<file path="src/rtl/snake_score_display_ctrl_if.sv">
// Score update handshake and display pin bundle between the game core and the scoreboard sequencer.
interface snake_score_display_ctrl_if #(
    parameter int unsigned SCORE_WIDTH = 14
);
    logic [SCORE_WIDTH-1:0] i_Score;
    logic                   i_ScoreValid;
    logic                   o_Busy;
    logic                   o_Saturated;
    logic [3:0]             o_Anode;
    logic [6:0]             o_Segments;

    modport master (
        output i_Score,
        output i_ScoreValid,
        input  o_Busy,
        input  o_Saturated,
        input  o_Anode,
        input  o_Segments
    );

    modport slave (
        input  i_Score,
        input  i_ScoreValid,
        output o_Busy,
        output o_Saturated,
        output o_Anode,
        output o_Segments
    );
endinterface

</file>
<file path="src/rtl/snake_score_display_ctrl.sv">
// Four-digit seven-segment scoreboard: score capture with pending slot, serial double-dabble, digit scan.
// Leading-zero blanking is enabled by defining SNAKE_SCORE_LZB_EN.
module snake_score_display_ctrl #(
    parameter int unsigned SCORE_WIDTH = 14,
    parameter int unsigned REFRESH_DIV = 50000
) (
    input  logic                      i_Clk,
    input  logic                      i_Reset,
    snake_score_display_ctrl_if.slave bus
);
    localparam int unsigned CNT_W     = (REFRESH_DIV > 1) ? $clog2(REFRESH_DIV) : 1;
    localparam int unsigned BCD_W     = 16;
    localparam int unsigned BIT_CNT_W = $clog2(SCORE_WIDTH + 1);
    localparam logic [SCORE_WIDTH-1:0] MAX_SCORE = SCORE_WIDTH'(9999);
    localparam logic [6:0] SEG_BLANK = 7'b1111111;
    localparam logic [6:0] SEG_ZERO  = 7'b1000000;

    typedef enum logic [1:0] {
        S_IDLE,
        S_SHIFT,
        S_LOAD
    } state_e;

    state_e                 state_q;
    logic [SCORE_WIDTH-1:0] shift_q;
    logic [SCORE_WIDTH-1:0] pending_val_q;
    logic [SCORE_WIDTH-1:0] accept_val;
    logic [BCD_W-1:0]       bcd_q;
    logic [BCD_W-1:0]       bcd_adj;
    logic [BCD_W-1:0]       disp_q;
    logic [BCD_W-1:0]       disp_d;
    logic [BIT_CNT_W-1:0]   bit_cnt_q;
    logic                   sat_flag_q;
    logic                   pending_q;
    logic                   busy_q;
    logic                   sat_q;
    logic [CNT_W-1:0]       cnt_q;
    logic [CNT_W-1:0]       cnt_d;
    logic                   cnt_wrap;
    logic [1:0]             sel_q;
    logic [1:0]             sel_d;
    logic [3:0]             anode_q;
    logic [3:0]             anode_d;
    logic [3:0]             lead_zero;
    logic [3:0]             digit_d;
    logic [6:0]             seg_q;
    logic [6:0]             seg_d;

    function automatic logic [6:0] seg_decode(input logic [3:0] digit);
        case (digit)
            4'd0:    seg_decode = 7'b1000000;
            4'd1:    seg_decode = 7'b1111001;
            4'd2:    seg_decode = 7'b0100100;
            4'd3:    seg_decode = 7'b0110000;
            4'd4:    seg_decode = 7'b0011001;
            4'd5:    seg_decode = 7'b0010010;
            4'd6:    seg_decode = 7'b0000010;
            4'd7:    seg_decode = 7'b1111000;
            4'd8:    seg_decode = 7'b0000000;
            4'd9:    seg_decode = 7'b0010000;
            default: seg_decode = SEG_BLANK;
        endcase
    endfunction

    // A fresh strobe always beats the parked pending value.
    assign accept_val = bus.i_ScoreValid ? bus.i_Score : pending_val_q;

    // Double-dabble correction: nibbles of 5 or more get +3 before the shift.
    always_comb begin
        bcd_adj = bcd_q;
        for (int n = 0; n < 4; n++) begin
            if (bcd_q[n*4 +: 4] >= 4'd5) begin
                bcd_adj[n*4 +: 4] = bcd_q[n*4 +: 4] + 4'd3;
            end
        end
    end

    // Conversion sequencer with pending slot for updates arriving while busy.
    always_ff @(posedge i_Clk) begin
        if (i_Reset) begin
            state_q       <= S_IDLE;
            shift_q       <= '0;
            bcd_q         <= '0;
            bit_cnt_q     <= '0;
            sat_flag_q    <= 1'b0;
            pending_q     <= 1'b0;
            pending_val_q <= '0;
            busy_q        <= 1'b0;
            sat_q         <= 1'b0;
        end else begin
            case (state_q)
                S_IDLE: begin
                    if (bus.i_ScoreValid || pending_q) begin
                        shift_q    <= (accept_val > MAX_SCORE) ? MAX_SCORE : accept_val;
                        sat_flag_q <= (accept_val > MAX_SCORE);
                        bcd_q      <= '0;
                        bit_cnt_q  <= '0;
                        pending_q  <= 1'b0;
                        busy_q     <= 1'b1;
                        state_q    <= S_SHIFT;
                    end
                end
                S_SHIFT: begin
                    {bcd_q, shift_q} <= {bcd_adj[BCD_W-2:0], shift_q, 1'b0};
                    bit_cnt_q        <= bit_cnt_q + BIT_CNT_W'(1);
                    if (bit_cnt_q == BIT_CNT_W'(SCORE_WIDTH - 1)) begin
                        state_q <= S_LOAD;
                    end
                end
                S_LOAD: begin
                    sat_q   <= sat_flag_q;
                    busy_q  <= 1'b0;
                    state_q <= S_IDLE;
                end
                default: begin
                    state_q <= S_IDLE;
                    busy_q  <= 1'b0;
                end
            endcase

            if ((state_q != S_IDLE) && bus.i_ScoreValid) begin
                pending_q     <= 1'b1;
                pending_val_q <= bus.i_Score;
            end
        end
    end

`ifdef SNAKE_SCORE_LZB_EN
    // A digit blanks only when it and every more significant digit are zero.
    always_comb begin
        lead_zero    = 4'b0000;
        lead_zero[3] = (disp_d[15:12] == 4'd0);
        lead_zero[2] = lead_zero[3] && (disp_d[11:8] == 4'd0);
        lead_zero[1] = lead_zero[2] && (disp_d[7:4] == 4'd0);
    end
`else
    assign lead_zero = 4'b0000;
`endif

    // Next display, scan slot and segment pattern; the new value shows on the LOAD edge itself.
    always_comb begin
        disp_d   = (state_q == S_LOAD) ? bcd_q : disp_q;
        cnt_wrap = (cnt_q == CNT_W'(REFRESH_DIV - 1));
        cnt_d    = cnt_wrap ? '0 : cnt_q + CNT_W'(1);
        sel_d    = cnt_wrap ? sel_q + 2'd1 : sel_q;
        anode_d  = ~(4'b0001 << sel_d);
        digit_d  = disp_d[{sel_d, 2'b00} +: 4];
        seg_d    = lead_zero[sel_d] ? SEG_BLANK : seg_decode(digit_d);
    end

    // Free-running scan; anode and segments update together.
    always_ff @(posedge i_Clk) begin
        if (i_Reset) begin
            disp_q  <= '0;
            cnt_q   <= '0;
            sel_q   <= 2'd0;
            anode_q <= 4'b1110;
            seg_q   <= SEG_ZERO;
        end else begin
            disp_q  <= disp_d;
            cnt_q   <= cnt_d;
            sel_q   <= sel_d;
            anode_q <= anode_d;
            seg_q   <= seg_d;
        end
    end

    assign bus.o_Busy      = busy_q;
    assign bus.o_Saturated = sat_q;
    assign bus.o_Anode     = anode_q;
    assign bus.o_Segments  = seg_q;

endmodule
</file>
<file path="src/flat_wrapper.sv">
// flat-port wrapper written by rule: the top's interface ports become plain ports
module snake_score_display_ctrl_flat 
#(
    parameter int unsigned SCORE_WIDTH = 14,
    parameter int unsigned REFRESH_DIV = 50000
)
  (i_Clk, i_Reset, bus_i_Score, bus_i_ScoreValid, bus_o_Busy, bus_o_Saturated, bus_o_Anode, bus_o_Segments);
  snake_score_display_ctrl_if #(.SCORE_WIDTH(SCORE_WIDTH)) bus_i ();
  input  logic i_Clk;
  input  logic i_Reset;
  input wire logic [$bits(bus_i.i_Score)-1:0] bus_i_Score;
  input wire logic [$bits(bus_i.i_ScoreValid)-1:0] bus_i_ScoreValid;
  output wire logic [$bits(bus_i.o_Busy)-1:0] bus_o_Busy;
  output wire logic [$bits(bus_i.o_Saturated)-1:0] bus_o_Saturated;
  output wire logic [$bits(bus_i.o_Anode)-1:0] bus_o_Anode;
  output wire logic [$bits(bus_i.o_Segments)-1:0] bus_o_Segments;
  assign bus_i.i_Score = bus_i_Score;
  assign bus_i.i_ScoreValid = bus_i_ScoreValid;
  assign bus_o_Busy = bus_i.o_Busy;
  assign bus_o_Saturated = bus_i.o_Saturated;
  assign bus_o_Anode = bus_i.o_Anode;
  assign bus_o_Segments = bus_i.o_Segments;
  snake_score_display_ctrl #(.SCORE_WIDTH(SCORE_WIDTH), .REFRESH_DIV(REFRESH_DIV)) u_core (.i_Clk(i_Clk), .i_Reset(i_Reset), .bus(bus_i));
endmodule
</file>
<file path="config.mk">
export PLATFORM = sky130hd
export DESIGN_NAME = snake_score_display_ctrl_flat
export DESIGN_NICKNAME = d
export VERILOG_FILES = /design/src/rtl/snake_score_display_ctrl_if.sv /design/src/rtl/snake_score_display_ctrl.sv /design/src/flat_wrapper.sv
export SDC_FILE = /design/constraint.sdc
export NUM_CORES = 1
export LEC_CHECK = 0
export ABC_CLOCK_PERIOD_IN_PS = 3300
export CORE_MARGIN = 2
export CORE_UTILIZATION = 40
export DETAILED_ROUTE_END_ITERATION = 6
export RECOVER_POWER = 50
export SLEW_MARGIN = 20
export SYNTH_ARGS = -nofsm -noshare
export SYNTH_HDL_FRONTEND = slang
export SYNTH_SLANG_ARGS = --single-unit
</file>
<file path="constraint.sdc">
create_clock -name i_Clk -period 3.3 [get_ports i_Clk]
set_input_delay 0.66 -clock i_Clk [delete_from_list [all_inputs] [get_ports i_Clk]]
set_output_delay 0.66 -clock i_Clk [all_outputs]
set_load 0.1 [all_outputs]
</file>
==> impl_metrics.tcl <==
set metrics [dict create \
    clockPowerShare 0.425 \
    synth_flop_cell "dfxtp_1" \
    place_hpwl_um 6910 \
    p_total_mw 2.56 \
    netlist_area_um2 4550 \
    reg2reg_to "u_core.bus.o_Segments[0]$_SDFF_PP0_" \
    via_per_inst 5.37 \
    fp-row-count 38 \
    drive_gt1_frac 0.0772 \
    synth.top_cell.area_share 0.435 \
    drc 0 \
    yosysMostFrequentCell "dfxtp_1" \
    cts.sinks 99 \
    antenna_found_initial 0 \
    p_int_mw 1.91 \
    hold-worst-slack_ns 0.445 \
    insertedDiodeCount 0 \
    fin_setup_tns_ns 0 \
    yosysWarnings 0 \
    slowest_stage "xnor2_1" \
    postCtsHoldBufs 0 \
    overflow 0 \
    synth_area_leader_cell "dfxtp_1" \
    hold_viol_final 0 \
    synth_top_cells_by_count "dfxtp_1 (99), nor2_1 (72), nand2_1 (65), a21oi_1 (37), o21ai_0 (25)" \
    path_common_cell "nor3_1" \
    power_density_nw_per_um2 491 \
    area_delta_synth_final_pct 14.3 \
    avgSynthCellArea_um2 8.63 \
    power_frac_seq 0.491 \
    max_stage_delay_ns 0.53 \
    maxCapViolCount 0 \
    syn-instance-count 528 \
    r2r_start "u_core.cnt_q[0]$_SDFF_PP0_" \
    final_nets 585 \
    reg2reg_slack_ns 0.50 \
    combPwrFrac 0.084 \
    synth_edf_count 0 \
    hp-start "u_core.cnt_q[0]$_SDFF_PP0_" \
    portBuffers 29 \
    hold_class "register to register" \
    first_global_vias 3470 \
    ant_nets 0 \
    switching_share 0.253 \
    fp.dieW_um 111 \
    timing.critical_path.from "u_core.cnt_q[0]$_SDFF_PP0_" \
    drtIter0Drc 252 \
    globalplace.congestion 0.839 \
    slew_headroom 0.101 \
    cp.required_ns 3.54 \
    core-area_um2 11000 \
    synth_nets 561 \
    p_leak_nw 1.98 \
    grt_pass1_wl_um 16800 \
    wire_per_inst_um 14.3 \
    synth.distinct_cells 44 \
    fillers 1074 \
    clock_path_buffers 2 \
    vias 3744 \
    hold_depth 1 \
    end_kind "register" \
    start_kind "register" \
    max_freq_ghz 0.357 \
    grt_max_degree 44 \
    path_cells "ha_1 -> and3_1 -> and4_1 -> xnor2_1 -> mux4_2 -> mux2_4 -> nor3_1 -> nor3_1" \
    grtUsageTotal 0.166 \
    crit_type "register to register" \
    drt-pass1-iter-count 6 \
    cts_buffers 9 \
    slew_violations 0 \
    reg2regPathDepth 8 \
    fp.dieArea_um2 12300 \
    post_cts_buffers 0 \
    rsz0062_at_grt "no" \
    ys_top_cells_by_area "dfxtp_1 (44%), nor2_1 (5.9%), nand2_1 (5.4%)" \
    cts_tree "done" \
    setup_viol 0 \
    drt_wl_total_um 9990 \
    clk_pin_slew_ns 0.07 \
    cts_resized 0 \
    outcome "complete, no violations" \
    worst_pin_slew_ns 1.35 \
    min_to "u_core.cnt_q[0]$_SDFF_PP0_" \
    crit_buf_inv 0 \
    io_pins 30 \
    crit_family "simple AND/OR/NAND/NOR gates" \
    cts_root_buf "clkbuf_16" \
    skew_ns 0.0120 \
    yosys_register_bits 99 \
    htreeDepth 3 \
    critPathMaxFanout 9 \
    ir_drop_mv 0.318 \
    min_period_over_period 0.850 \
    final.min_clock_period_ns 2.80 \
    p_sw_uw 648 \
    start_util 0.415 \
    async_flop_share 0 \
    clock_latency_ns 0.35 \
    seq_area_frac_synth 0.435 \
    die_y_um 111 \
    critPathArrivalTime_ns 3.04 \
]
==> power groups by stage <==
stage,sequential [mW],combinational [mW],clock (mW)
2_1_floorplan,1.29,0.129,0
3_3_place_gp,1.28,0.214,0
3_5_place_dp,1.28,0.217,0
4_1_cts,1.25,0.217,1.11
5_1_grt,1.26,0.238,1.17
6_report,1.26,0.214,1.09
==> worst max-delay path by stage <==
stage / slack [ns] / endpoint / depth (start not counted)
after floorplan: 0.74 / u_core.bus.o_Segments[4]$_SDFF_PP0_ / 13
after global placement: 0.60 / u_core.bus.o_Segments[4]$_SDFF_PP0_ / 8
after detailed placement: 0.56 / u_core.bus.o_Segments[4]$_SDFF_PP0_ / 11
after CTS: 0.55 / u_core.bus.o_Segments[4]$_SDFF_PP0_ / 12
after global routing: 0.25 / u_core.bus.o_Segments[4]$_SDFF_PP0_ / 8
final: 0.50 / u_core.bus.o_Segments[0]$_SDFF_PP0_ / 8
==> routing by layer <==
| layer | share of wire | GRT usage |
|---|---|---|
| met5 | 0 | 0 |
| met4 | 0.014 | 0.0442 |
| met3 | 0.045 | 0.0443 |
| met2 | 0.46 | 0.265 |
| met1 | 0.48 | 0.223 |
==> layout by cell type, fill, tap and decap left out, types with 15 or more instances in the layout <==
master,Yosys,layout
nor2_1,72,72
nor3_1,19,19
nand2_1,65,65
ha_1,16,16
mux2i_1,18,18
a21oi_1,37,37
nand3_1,17,17
dfxtp_1,99,99
o21ai_0,25,25
clkdlybuf4s50_1,0,15
==> metrics by stage <==
stage	std cells	utilization	area [µm²]	setup WS, ns
after global routing	697	0.474	5200	0.247
after global placement	681	0.451	4960	0.601
final	697	0.474	5200	0.496
after CTS	697	0.479	5270	0.546
after floorplan	528	-	4550	0.744
after detailed placement	681	0.451	4960	0.556
==> cell type report <==
cell class	count	area, µm²	area share
clock inverter	7	83.8	0.0161
clock buffer	9	225	0.0433
sequential	99	1980	0.381
tap	140	175	0.0337
timing repair buffer	42	298	0.0572
multi-input combinational	387	2390	0.460
inverter	13	48.8	0.00938
==> kinds of logic after synthesis <==
| logic type | count (synthesis) | share of synthesized area |
|---|---|---|
| flops | 99 | 0.435 |
| simple gates | 223 | 0.230 |
| xor+xnor | 25 | 0.0497 |
| mux | 26 | 0.0676 |
| buf+inv | 42 | 0.0379 |
| fa+ha+maj | 16 | 0.0440 |
| compound gates | 97 | 0.135 |
==> state kept, by name, summed over array words and instances, names as in the netlist <==
| signal | count |
|---|---|
| u_core.pending_val_q | 14 |
| u_core.cnt_q | 16 |
| u_core.bus.o_Busy | 1 |
| u_core.sat_flag_q | 1 |
| u_core.disp_q | 16 |
| u_core.pending_q | 1 |
| u_core.bus.o_Saturated | 1 |
| u_core.bcd_q | 16 |
| u_core.bit_cnt_q | 4 |
| u_core.shift_q | 14 |
| u_core.bus.o_Segments | 7 |
| u_core.bus.o_Anode | 4 |
| u_core.state_q | 2 |
| u_core.sel_q | 2 |
==> worst reg2reg max path, cell delays in order (launching register included) <==
cell     delay (ns)
dfxtp_1        0.32
ha_1           0.22
and3_1         0.20
and4_1         0.28
xnor2_1        0.53
mux4_2         0.45
mux2_4         0.32
nor3_1         0.29
nor3_1         0.09
No activity file was read; power rests on OpenSTA's default activity.
